## src/rtl/adc_scan_seq.sv

```systemverilog
// adc_scan_seq: SAR scan sequencer driving comparator mux select, DAC code and sample/hold.
// Round-robins over a channel mask; each channel is resolved by binary search or a threshold compare.
module adc_scan_seq #(
    parameter int NCH    = 18,
    parameter int DACW   = 10,
    parameter int SAMP   = 4,
    parameter int SETTLE = 3,
    localparam int CW    = (NCH > 1) ? $clog2(NCH) : 1
) (
    input  logic            i_clk,
    input  logic            i_rstz,
    input  logic            i_scan_en,
    input  logic            i_one_shot,
    input  logic [NCH-1:0]  i_ch_mask,
    input  logic            i_cmp_mode,
    input  logic [DACW-1:0] i_thr_code,
    input  logic            i_comp_o,
    output logic [NCH-1:0]  o_dac_sel,
    output logic [DACW-1:0] o_dac_code,
    output logic            o_dac_en,
    output logic            o_sh_rst,
    output logic            o_sh_hold,
    output logic            o_busy,
    output logic            o_res_vld,
    output logic [CW-1:0]   o_res_ch,
    output logic [DACW-1:0] o_res_dat,
    output logic            o_res_above
);
    localparam int MAXC = (SAMP > SETTLE) ? SAMP : SETTLE;
    localparam int NW   = $clog2(MAXC + 1);
    localparam int BW   = $clog2(DACW + 1);

    typedef enum logic [2:0] {IDLE, SEL, HOLD, CONV, DONE} state_t;
    state_t r_state, w_state_nxt;

    logic [CW-1:0]   r_ptr, w_lo, w_above, w_next, r_res_ch;
    logic [NW-1:0]   r_cnt;
    logic [BW-1:0]   r_bit;
    logic [DACW-1:0] r_code, r_thr, r_res_dat, w_trial, w_code_new;
    logic            r_cmp, r_cont, r_sync1, r_sync2, r_res_above;
    logic            w_more, w_samp_end, w_trial_end, w_conv_end, w_abort, w_start, w_pick;

    assign w_samp_end  = r_cnt == NW'(SAMP - 1);
    assign w_trial_end = r_cnt == NW'(SETTLE - 1);
    assign w_conv_end  = w_trial_end && (r_cmp || r_bit == '0);
    assign w_abort     = r_cont && !i_scan_en && r_state != IDLE;
    assign w_start     = (i_scan_en || i_one_shot) && |i_ch_mask;
    assign w_trial     = DACW'(1) << r_bit;
    assign w_code_new  = r_sync2 ? (r_code | w_trial) : r_code;
    assign w_next      = w_more ? w_above : w_lo;
    assign w_pick      = w_state_nxt == SEL && r_state != SEL;

    // lowest enabled channel overall, and lowest enabled channel above the pointer
    always_comb begin
        w_lo    = '0;
        w_above = '0;
        w_more  = 1'b0;
        for (int k = NCH - 1; k >= 0; k--) begin
            if (i_ch_mask[k]) w_lo = CW'(k);
            if (i_ch_mask[k] && k > int'(r_ptr)) begin
                w_above = CW'(k);
                w_more  = 1'b1;
            end
        end
    end

    always_ff @(posedge i_clk or negedge i_rstz) begin
        if (!i_rstz) {r_sync2, r_sync1} <= '0;
        else         {r_sync2, r_sync1} <= {r_sync1, i_comp_o};
    end

    always_ff @(posedge i_clk or negedge i_rstz) begin
        if (!i_rstz) r_state <= IDLE;
        else         r_state <= w_state_nxt;
    end

    always_comb begin
        w_state_nxt = r_state;
        case (r_state)
            IDLE:    w_state_nxt = w_start ? SEL : IDLE;
            SEL:     w_state_nxt = w_samp_end ? HOLD : SEL;
            HOLD:    w_state_nxt = CONV;
            CONV:    w_state_nxt = w_conv_end ? DONE : CONV;
            DONE:    w_state_nxt = (|i_ch_mask && (i_scan_en || (!r_cont && w_more))) ? SEL : IDLE;
            default: w_state_nxt = IDLE;
        endcase
        if (w_abort) w_state_nxt = IDLE;
    end

    always_ff @(posedge i_clk or negedge i_rstz) begin
        if (!i_rstz) begin
            r_ptr       <= CW'(NCH - 1);
            r_cnt       <= '0;
            r_bit       <= '0;
            r_code      <= '0;
            r_thr       <= '0;
            r_cmp       <= 1'b0;
            r_cont      <= 1'b0;
            r_res_ch    <= '0;
            r_res_dat   <= '0;
            r_res_above <= 1'b0;
        end else begin
            r_cnt <= (w_state_nxt == r_state && (r_state == SEL || (r_state == CONV && !w_trial_end)))
                     ? r_cnt + 1'b1 : '0;
            // a one-shot pass out of IDLE always starts at the lowest enabled channel
            if (w_pick) begin
                r_ptr  <= (r_state == IDLE && !i_scan_en) ? w_lo : w_next;
                r_cont <= i_scan_en;
                r_cmp  <= i_cmp_mode;
                r_thr  <= i_thr_code;
                r_code <= '0;
                r_bit  <= BW'(DACW - 1);
            end
            if (r_state == CONV && w_trial_end) begin
                r_code <= w_code_new;
                r_bit  <= (r_bit == '0) ? r_bit : r_bit - 1'b1;
            end
            if (r_state == CONV && w_state_nxt == DONE) begin
                r_res_ch    <= r_ptr;
                r_res_dat   <= r_cmp ? r_thr : w_code_new;
                r_res_above <= r_cmp ? r_sync2 : |w_code_new;
            end
        end
    end

    always_comb begin
        o_dac_sel  = (r_state inside {SEL, HOLD, CONV}) ? NCH'(1) << r_ptr : '0;
        o_dac_en   = r_state inside {SEL, HOLD, CONV};
        o_dac_code = (r_state == CONV) ? (r_cmp ? r_thr : (r_code | w_trial)) : '0;
        o_sh_rst   = r_state == SEL;
        o_sh_hold  = r_state inside {HOLD, CONV};
        o_busy     = r_state != IDLE;
        o_res_vld  = r_state == DONE;
    end

    assign o_res_ch    = r_res_ch;
    assign o_res_dat   = r_res_dat;
    assign o_res_above = r_res_above;
endmodule

```

## config.mk

```make
export PLATFORM = sky130hd
export DESIGN_NAME = adc_scan_seq
export DESIGN_NICKNAME = d
export VERILOG_FILES = /design/src/rtl/adc_scan_seq.sv
export SDC_FILE = /design/constraint.sdc
export NUM_CORES = 1
export LEC_CHECK = 0
export ABC_CLOCK_PERIOD_IN_PS = 5800
export CAP_MARGIN = 20
export CORE_MARGIN = 2
export CORE_UTILIZATION = 45
export DETAILED_ROUTE_END_ITERATION = 6
export PLACE_DENSITY = 0.73
export SYNTH_ARGS = -nofsm -noshare
export SYNTH_HDL_FRONTEND = slang
export SYNTH_SLANG_ARGS = --single-unit
```

## constraint.sdc

```tcl
create_clock -name i_clk -period 5.8 [get_ports i_clk]
set_clock_uncertainty 0.1 [all_clocks]
set_input_delay 0.58 -clock i_clk [delete_from_list [all_inputs] [get_ports i_clk]]
set_output_delay 0.58 -clock i_clk [all_outputs]
set_load 0.05 [all_outputs]
```

-- Word level (Yosys, flattened, before mapping)
Index checks and enable logic that the tools add are counted.
- register bits: 55
- order comparisons: 17
- reductions and logical operators: 45
- multiplexer cells: 72
- shifts and indexed selects: 2
- add/sub/neg operators: 2
- eq/ne operators: 11
- bitwise gates (word level): 1
- operator list (cell ; count):
    two-way mux 5 bit ; 37
    two-way mux 10 bit ; 6
    > comparator 4 x 5 -> 1 bit, first input constant ; 8
    logical AND 1 bit ; 29
    > comparator 3 x 5 -> 1 bit, first input constant ; 4
    two-way mux 1 bit ; 20
    two-way mux 18 bit ; 1
    OR reduction 18 bit ; 1
    left shift 1 x 5 -> 18 bit, first input constant ; 1
    one-hot mux 3 bit (5 select lines) ; 1
    equality test 3 x 2 -> 1 bit, second input constant ; 4
    two-way mux 4 bit ; 3
    > comparator 2 x 5 -> 1 bit, first input constant ; 2
    > comparator 5 bit, first input constant ; 2
    OR 10 bit ; 1
    OR reduction 10 bit ; 1
    left shift 1 x 4 -> 10 bit, first input constant ; 1
    two-way mux 3 bit ; 3
    equality test 3 x 1 -> 1 bit, second input constant ; 2
    equality test 3 bit, second input constant ; 2
    nonzero test 3 bit ; 2
    > comparator 1 x 5 -> 1 bit, first input constant ; 1
    logical NOT 4 bit ; 1
    logical OR 1 bit ; 4
    other kinds (10) ; 13

-- Longest topological paths before layout
Gate-level depths: netlist of the first run.
- depth after elaboration: 29
- mapped depth: 11
- mapped depth without buffers: 8

-- Worst setup path before layout of the first run
OpenSTA, ideal clock, no wires.
- path kind: register to output
- from: reg r_state[2]
- to: out o_dac_sel[17]
- arrival time: 2.984 ns
- slack: 2.136 ns
- stages on the path, launching flop included: 5
- required time: 5.120 ns
- path buffers: 1
- cell sequence: dfrtp_1 > clkbuf_1 > nor2_1 > nand2_1 > nor4_1
- cells in the longest elaborated chain, start to end: 3
- elaborated cells on any way between the ends: 5
- classes of those cells: 3 x eq/ne; 1 x mux; 1 x reduce/logical
- RTL lines (item ; RTL line ; text):
    from (decl) ; 34 ; state_t r_state, w_state_nxt;
    from (signal assigned) ; 74 ; else r_state <= w_state_nxt;
    equality test 3 x 1 -> 1 bit or equality test 3 x 2 -> 1 bit (tied branches) ; n/a ;
    nonzero test 3 bit * ; n/a ;
    via o_dac_en ; 20 ; output logic o_dac_en,
    two-way mux 18 bit * ; 127 ; o_dac_sel = (r_state inside {SEL, HOLD, CONV}) ? NCH'(1) << r_ptr : '0;
    to (decl) ; 18 ; output logic [NCH-1:0] o_dac_sel,
The timed path passes the listed nets; every way through them passes the cells marked *.

-- Worst setup path in the final report of the first run
- from: reg r_ptr[2]
- to: reg r_thr[9]
- cells in the longest elaborated chain, start to end: 27
- elaborated cells on any way between the ends: 59
- classes of those cells: 17 x order compare; 1 x eq/ne; 20 x mux; 21 x reduce/logical
- RTL lines (item ; RTL line ; text):
    from (decl) ; 36 ; logic [CW-1:0] r_ptr, w_lo, w_above, w_next, r_res_ch;
    from (signal assigned) ; 92 ; r_ptr <= CW'(NCH - 1);
    from (signal assigned) ; 107 ; r_ptr <= (r_state == IDLE && !i_scan_en) ? w_lo : w_next;
    > comparator 5 bit ; 60 ; if (i_ch_mask[k] && k > int'(r_ptr)) begin
    logical AND 1 bit ; 60 ;
    two-way mux 1 bit (16 in a row) ; 60 ;
    two-way mux 1 bit * ; 60 ;
    logical AND 1 bit * ; 84 ; DONE: w_state_nxt = (|i_ch_mask && (i_scan_en || (!r_cont && w_more))) ? SEL : IDLE;
    logical OR 1 bit * ; 84 ;
    logical AND 1 bit * ; 84 ;
    two-way mux 1 bit * ; 84 ;
    one-hot mux 3 bit (5 select lines) * ; 79 ; case (r_state)
    two-way mux 3 bit * ; 87 ; if (w_abort) w_state_nxt = IDLE;
    equality test 3 x 1 -> 1 bit * ; 51 ; assign w_pick = w_state_nxt == SEL && r_state != SEL;
    logical AND 1 bit * ; 51 ;
    to (signal assigned) ; 110 ; r_thr <= i_thr_code;
    to (decl) ; 39 ; logic [DACW-1:0] r_code, r_thr, r_res_dat, w_trial, w_code_new;
Every way passes the cells marked *; elsewhere a longest branch is shown, timed or not.
A chain may end at the register's enable or synchronous reset.

==> run metrics, run 1 <==
number of detailed-routing iterations run before antenna repair=5; number of resized instances in the post-cts repair step=0; number of clock sinks=55; number of antenna diodes=0; clock-pin slew on the worst setup and hold paths=0.10 ns; total routing usage reported by global routing=23.0%; Overflow after GRT=0; largest net degree at the start of global routing=56; worst-path maximum fanout=28; die area=0.00845 sq mm; combinational share of power=57.1%; Clock Tree Root=clkbuf_8; design internal power=0.00116 W; hold buffer count at CTS=0; clock tree from TritonCTS=yes; Total Nets Final=526; most frequent cells in the layout=clkdlybuf4s50_1 (81), nor2_1 (57), dfrtp_1 (53); Seq pwr share=30.0%; DR iter-0 viols=261; worst endpoint required time=5.91 ns; maximum resistive drop on vdd=0.000284 V; switch share=49.5%; number of failing hold endpoints at the final stage=0; Die Wd=91.9 um; maximum operating frequency=278 MHz; crit path capture type=flop; register bit total from synthesis=55; final WL=9440 um; antenna violation net count after detailed routing=0; power share of the clock group=12.9%; fin crit share=62.1%; cell leakage power=1.78 nW; effective utilization at floorplan=45.7%; outcome=completed; ys flop type=dfrtp_1; Longest Clk Path Bufs=2; Slew Limit Headroom=32.3%; average detailed-routed wire length per instance=16.1 um; RePlAce Congestion=0.935; commonest non-fill, non-tap cell in the layout=clkdlybuf4s50_1; Avg Cell Area, Syn=8.38 sq um; Min Clock Period, post-route=3.60 ns; Syn-to-layout area delta=28.4%; TritonCTS buffer count=5; Setup violations, final=0; via count of the first global-routing pass=3290; final sum of negative setup slack=0 ns; # Max-Cap Violations=0; overall die height=91.9 um; element type at the critical path start=flop; arrival time at the worst endpoint=3.71 ns; count of cell types in the netlist=60; worst skew pair latency=0.32 ns; fraction of post-synthesis cell area in the top cell type by area=38.1%; CP top delay family=compound AO/OA/AOI/OAI gates; number of standard-cell rows in the floorplan=32; worst setup path class=flop to flop; count of pins on the block boundary=83; fraction of layout instances using a drive strength above 1=6.60%; path category of the worst min-delay check=flop to flop; total power of the final layout=0.00230 W; sequential area share after synthesis=39.6%; slew at the pin closest to its max-slew limit=1.01 ns; Synth warnings=0; routed via count divided by cell count=5.81; CP max-delay cell=dfrtp_1; cell chain of the critical path=a21boi_0, o21ai_0, nand4_4, nor3_2, a211o_1, buf_4, mux2_2; Core Footprint=0.00761 sq mm; library cell occupying the most area in the post-synthesis netlist=dfrtp_1; post-detailed-route DRC marker count=0; post-detail-place hpwl=6950 um; top post-synthesis cells by area=dfrtp_1 (38%), nor2_1 (6.1%), nand2_1 (5.4%), mux2_2 (4.2%), o21ai_0 (3.2%); initial antenna violation count=0; max incr delay on CP=0.83 ns; number of levels the H-tree was split into=2; register area=0.00138 sq mm; Slew Limit Fails=0; Pwr Density=515 mW/mm^2; switching power=0.00114 W; share of flip-flops with an asynchronous set or reset after synthesis=100%; first-pass GRT wire length=15800 um; area occupied by multi-input gates=0.00194 sq mm; Post-Syn Instances=415; total buffers and inverters traversed by the critical path=1; mapped cell area=0.00348 sq mm; count of buffers from port buffering=82; Syn Nets=457; via count=3408; Setup Fix Bufs, Post-CTS=0; unrepaired setup endpoints after global routing=false; number of filler instances in the final layout=690; EDFF count, synth=0
stage by stage:
stage	setup WS, ns	std cells	utilization [%]	area, sq um	hold slack (ns)
global placement	2.17	579	57.0	4340	0.239
finish	2.20	587	58.8	4470	0.263
detailed placement	2.03	579	57.0	4340	0.243
floorplan	2.14	415	-	3480	0.184
global route	1.95	587	58.8	4470	0.278
CTS	2.23	587	58.8	4470	0.266
synth_stat cells (all sizes together), types with 12 or more instances:
cell	count
mux2	13
o21ai	22
nor3	19
a21oi	16
dfrtp	53
nor2	57
inv	17
clkbuf	15
nand2	50
a211oi	12
nor2b	12
power groups by stage:
stage / registers (W) / logic [W] / clock network, W
6_report: 0.000689 / 0.00131 / 0.000297
5_1_grt: 0.000715 / 0.00142 / 0.000317
4_1_cts: 0.000686 / 0.00132 / 0.000303
3_5_place_dp: 0.000695 / 0.00131 / 0
3_3_place_gp: 0.000686 / 0.00130 / 0
2_1_floorplan: 0.000752 / 0.000864 / 0
routing by layer:
metal / vias to the layer above / GRT usage, % / routed length (um)
met5: - / 0 / 0
met4: 0 / 4.35 / 96
met3: 8 / 5.92 / 762
met2: 129 / 37.0 / 4480
met1: 1629 / 31.9 / 4100
li1: 1642 / - / -
cells by family after synthesis:
family,count (synthesis),share of synthesized area [%]
AND/OR/NAND/NOR,193,27.2
AO/OA/AOI/OAI,104,20.5
flip-flops,55,39.6
buffers and inverters,39,4.75
multiplexers,14,4.49
adder cells (fa/ha/maj),9,3.16
XOR/XNOR,1,0.252
state kept, by name (all words and copies together), names as in the netlist, 3 cells and up:
signal,count
o_res_ch,5
o_res_dat,10
r_bit,4
r_cnt,3
r_code,10
r_ptr,5
r_state,3
r_thr,10
final timing paths:
path	from	to	slack [ns]	depth (start not counted)
max	r_ptr[2]	r_thr[9]	2.20	7
min	r_sync1	r_sync2	0.26	0
max reg2reg	r_ptr[2]	r_thr[9]	2.20	7
min reg2reg	r_sync1	r_sync2	0.26	0
max in group asynchronous	i_rstz	r_code[9]	4.85	2
min in group asynchronous	i_rstz	o_res_dat[4]	0.28	2
area by class of cell:
type	instances	share of cell area, %
Sequential cell	55	30.9
Multi-Input combinational cell	321	43.3
Inverter	17	1.43
Clock inverter	2	1.34
Clock buffer	6	1.62
Tap cell	102	2.86
Timing Repair Buffer	84	18.6
(Power assumes the default switching activity.)
==> run 2, diff against run 1 <==
--- a/config.mk
+++ b/config.mk
@@ -5,12 +5,12 @@
 export SDC_FILE = /design/constraint.sdc
 export NUM_CORES = 1
 export LEC_CHECK = 0
-export ABC_CLOCK_PERIOD_IN_PS = 5800
+export ABC_CLOCK_PERIOD_IN_PS = 2900
 export CAP_MARGIN = 20
 export CORE_MARGIN = 2
 export CORE_UTILIZATION = 45
 export DETAILED_ROUTE_END_ITERATION = 6
-export PLACE_DENSITY = 0.73
+export PLACE_DENSITY = 0.76
 export SYNTH_ARGS = -nofsm -noshare
 export SYNTH_HDL_FRONTEND = slang
 export SYNTH_SLANG_ARGS = --single-unit
==> constraint.sdc (replaced) <==
create_clock -name i_clk -period 2.9 [get_ports i_clk]
set_clock_uncertainty 0.1 [all_clocks]
set_input_delay 0.29 -clock i_clk [delete_from_list [all_inputs] [get_ports i_clk]]
set_output_delay 0.29 -clock i_clk [all_outputs]
set_load 0.05 [all_outputs]
==> run metrics, run 2 (synthesis gave the netlist of run 1 again) <==
worst setup path class=flop to primary output; Min Clock Period, post-route=2.75 ns; Final Worst Setup Slack=0.146 ns; initial antenna violation count=0; first-pass GRT wire length=15600 um; overall die height=91.9 um; Die Wd=91.9 um; Slew Limit Headroom=63.0%; maximum operating frequency=363 MHz; arrival time at the worst endpoint=2.36 ns; antenna violation net count after detailed routing=0; die area=0.00845 sq mm; worst skew pair latency=0.31 ns; wl on met1=4210 um; clock-pin slew on the worst setup and hold paths=0.10 ns; TritonCTS buffer count=5; Setup violations, final=0; # Max-Cap Violations=0; DR iter-0 viols=172; final sum of negative setup slack=0 ns; number of detailed-routing iterations run before antenna repair=5; number of failing hold endpoints at the final stage=0; maximum resistive drop on vdd=0.000452 V; fraction of layout instances using a drive strength above 1=12.4%; final WL=9480 um; Slew Limit Fails=0; via count=3473; minimum hold slack=0.262 ns; unrepaired setup endpoints after global routing=false; effective utilization at floorplan=45.7%; cell leakage power=2.07 nW; Overflow after GRT=0; total routing usage reported by global routing=22.6%; crit path capture type=primary output; Core Footprint=0.00761 sq mm; average detailed-routed wire length per instance=15.7 um; Longest Clk Path Bufs=2; Clock Tree Root=clkbuf_8; count of buffers from port buffering=82; RePlAce Congestion=0.870; Worst Setup Slack post-DPL=0.0891 ns; via count of the first global-routing pass=3290; number of levels the H-tree was split into=2; path category of the worst min-delay check=flop to flop; fin crit share=95.0%; post-detailed-route DRC marker count=0; number of clock sinks=55; outcome=completed; routed wl met3=643 um; highest routed layer=met4; total length of routed met2 wires=4530 um; commonest non-fill, non-tap cell in the layout=clkdlybuf4s50_1; CP max-delay cell=clkdlybuf4s50_1; clock tree from TritonCTS=yes; number of standard-cell rows in the floorplan=32; routed via count divided by cell count=5.75; worst endpoint required time=2.51 ns; number of antenna diodes=0; slew at the pin closest to its max-slew limit=0.555 ns; element type at the critical path start=flop; count of pins on the block boundary=83; max incr delay on CP=0.83 ns; largest net degree at the start of global routing=41; most frequent cells in the layout=clkdlybuf4s50_1 (58), nor2_1 (57), dfrtp_1 (53); worst-path maximum fanout=17; Pwr Density=993 mW/mm^2; CP top delay family=buffers and inverters; cell chain of the critical path=inv_1, nor2_1, nor3_1, clkdlybuf4s50_1; Syn-to-layout area delta=31.5%; Total Nets Final=543; post-detail-place hpwl=7050 um; total buffers and inverters traversed by the critical path=2
## run 2: changes by cell type in the layout (fill, tap and decap cells not counted), sizes merged
| cell | previous run | this run |
|---|---|---|
| dlygate4sd3 | 0 | 1 |
| clkinvlp | 0 | 1 |
| buf | 3 | 31 |
| bufinv | 2 | 0 |
| clkdlybuf4s50 | 81 | 58 |
| inv | 17 | 18 |
| dlymetal6s2s | 0 | 11 |
## run 2: power by group
group | internal, W | switching [W] | total, W
Sequential | 0.00103 | 0.000217 | 0.00124
Clock | 0.000174 | 0.000248 | 0.000422
Combinational | 0.00105 | 0.00183 | 0.00288
## run 2: layout make-up
class / instances / area (sq um)
timing repair buffer: 101 / 971
inverter: 17 / 63.8
fill: 684 / 3030
sequential: 55 / 1380
multi-input combinational: 321 / 1950
clock inverter: 2 / 16.3
clock buffer: 6 / 72.6
tap: 102 / 128
## run 2: final timing paths
path	from	end	slack (ns)	depth (start not counted)
worst max-delay path	r_cmp	o_dac_code[1]	0.15	4
worst min-delay path	r_sync1	r_sync2	0.26	0
worst min register to register	r_sync1	r_sync2	0.26	0
worst max register to register	r_ptr[0]	r_cnt[0]	0.15	8
min in group asynchronous	i_rstz	o_res_ch[1]	0.31	2
max in group asynchronous	i_rstz	r_ptr[4]	1.54	3
## run 2: worst register-to-register path, delay by kind of cell (launching register included)
family                 cells  cell delay, ns
AO/OA/AOI/OAI              2            0.56
flip-flops                 1            0.38
buffers and inverters      1            0.18
AND/OR/NAND/NOR            5            1.44
## run 2: metal layers
| metal | up-vias | track usage (%) |
|---|---|---|
| li1 | 1680 | - |
| met1 | 1662 | 31.2 |
| met2 | 119 | 37.8 |
| met3 | 12 | 2.79 |
| met4 | 0 | 5.60 |
| met5 | - | 0 |
## run 2: repair_timing
| item | in CTS | in global routing |
|---|---|---|
| setup buffers | 0 | 0 |
| setup endpoints to repair | 0 | 11 |
| endpoints found under the hold margin | 14 | 0 |
| hold buffers | 1 | 0 |
| resized for setup | 0 | 11 |
## run 2: metrics by stage
step | cell area (sq um) | power [W] | util, % | std cells
6_report | 4580 | 0.00454 | 60.2 | 604
5_1_grt | 4580 | 0.00486 | 60.2 | 604
4_1_cts | 4550 | 0.00456 | 59.8 | 604
3_5_place_dp | 4450 | 0.00413 | 58.5 | 595
3_3_place_gp | 4450 | 0.00408 | 58.5 | 595
2_1_floorplan | 3490 | 0.00324 | - | 415
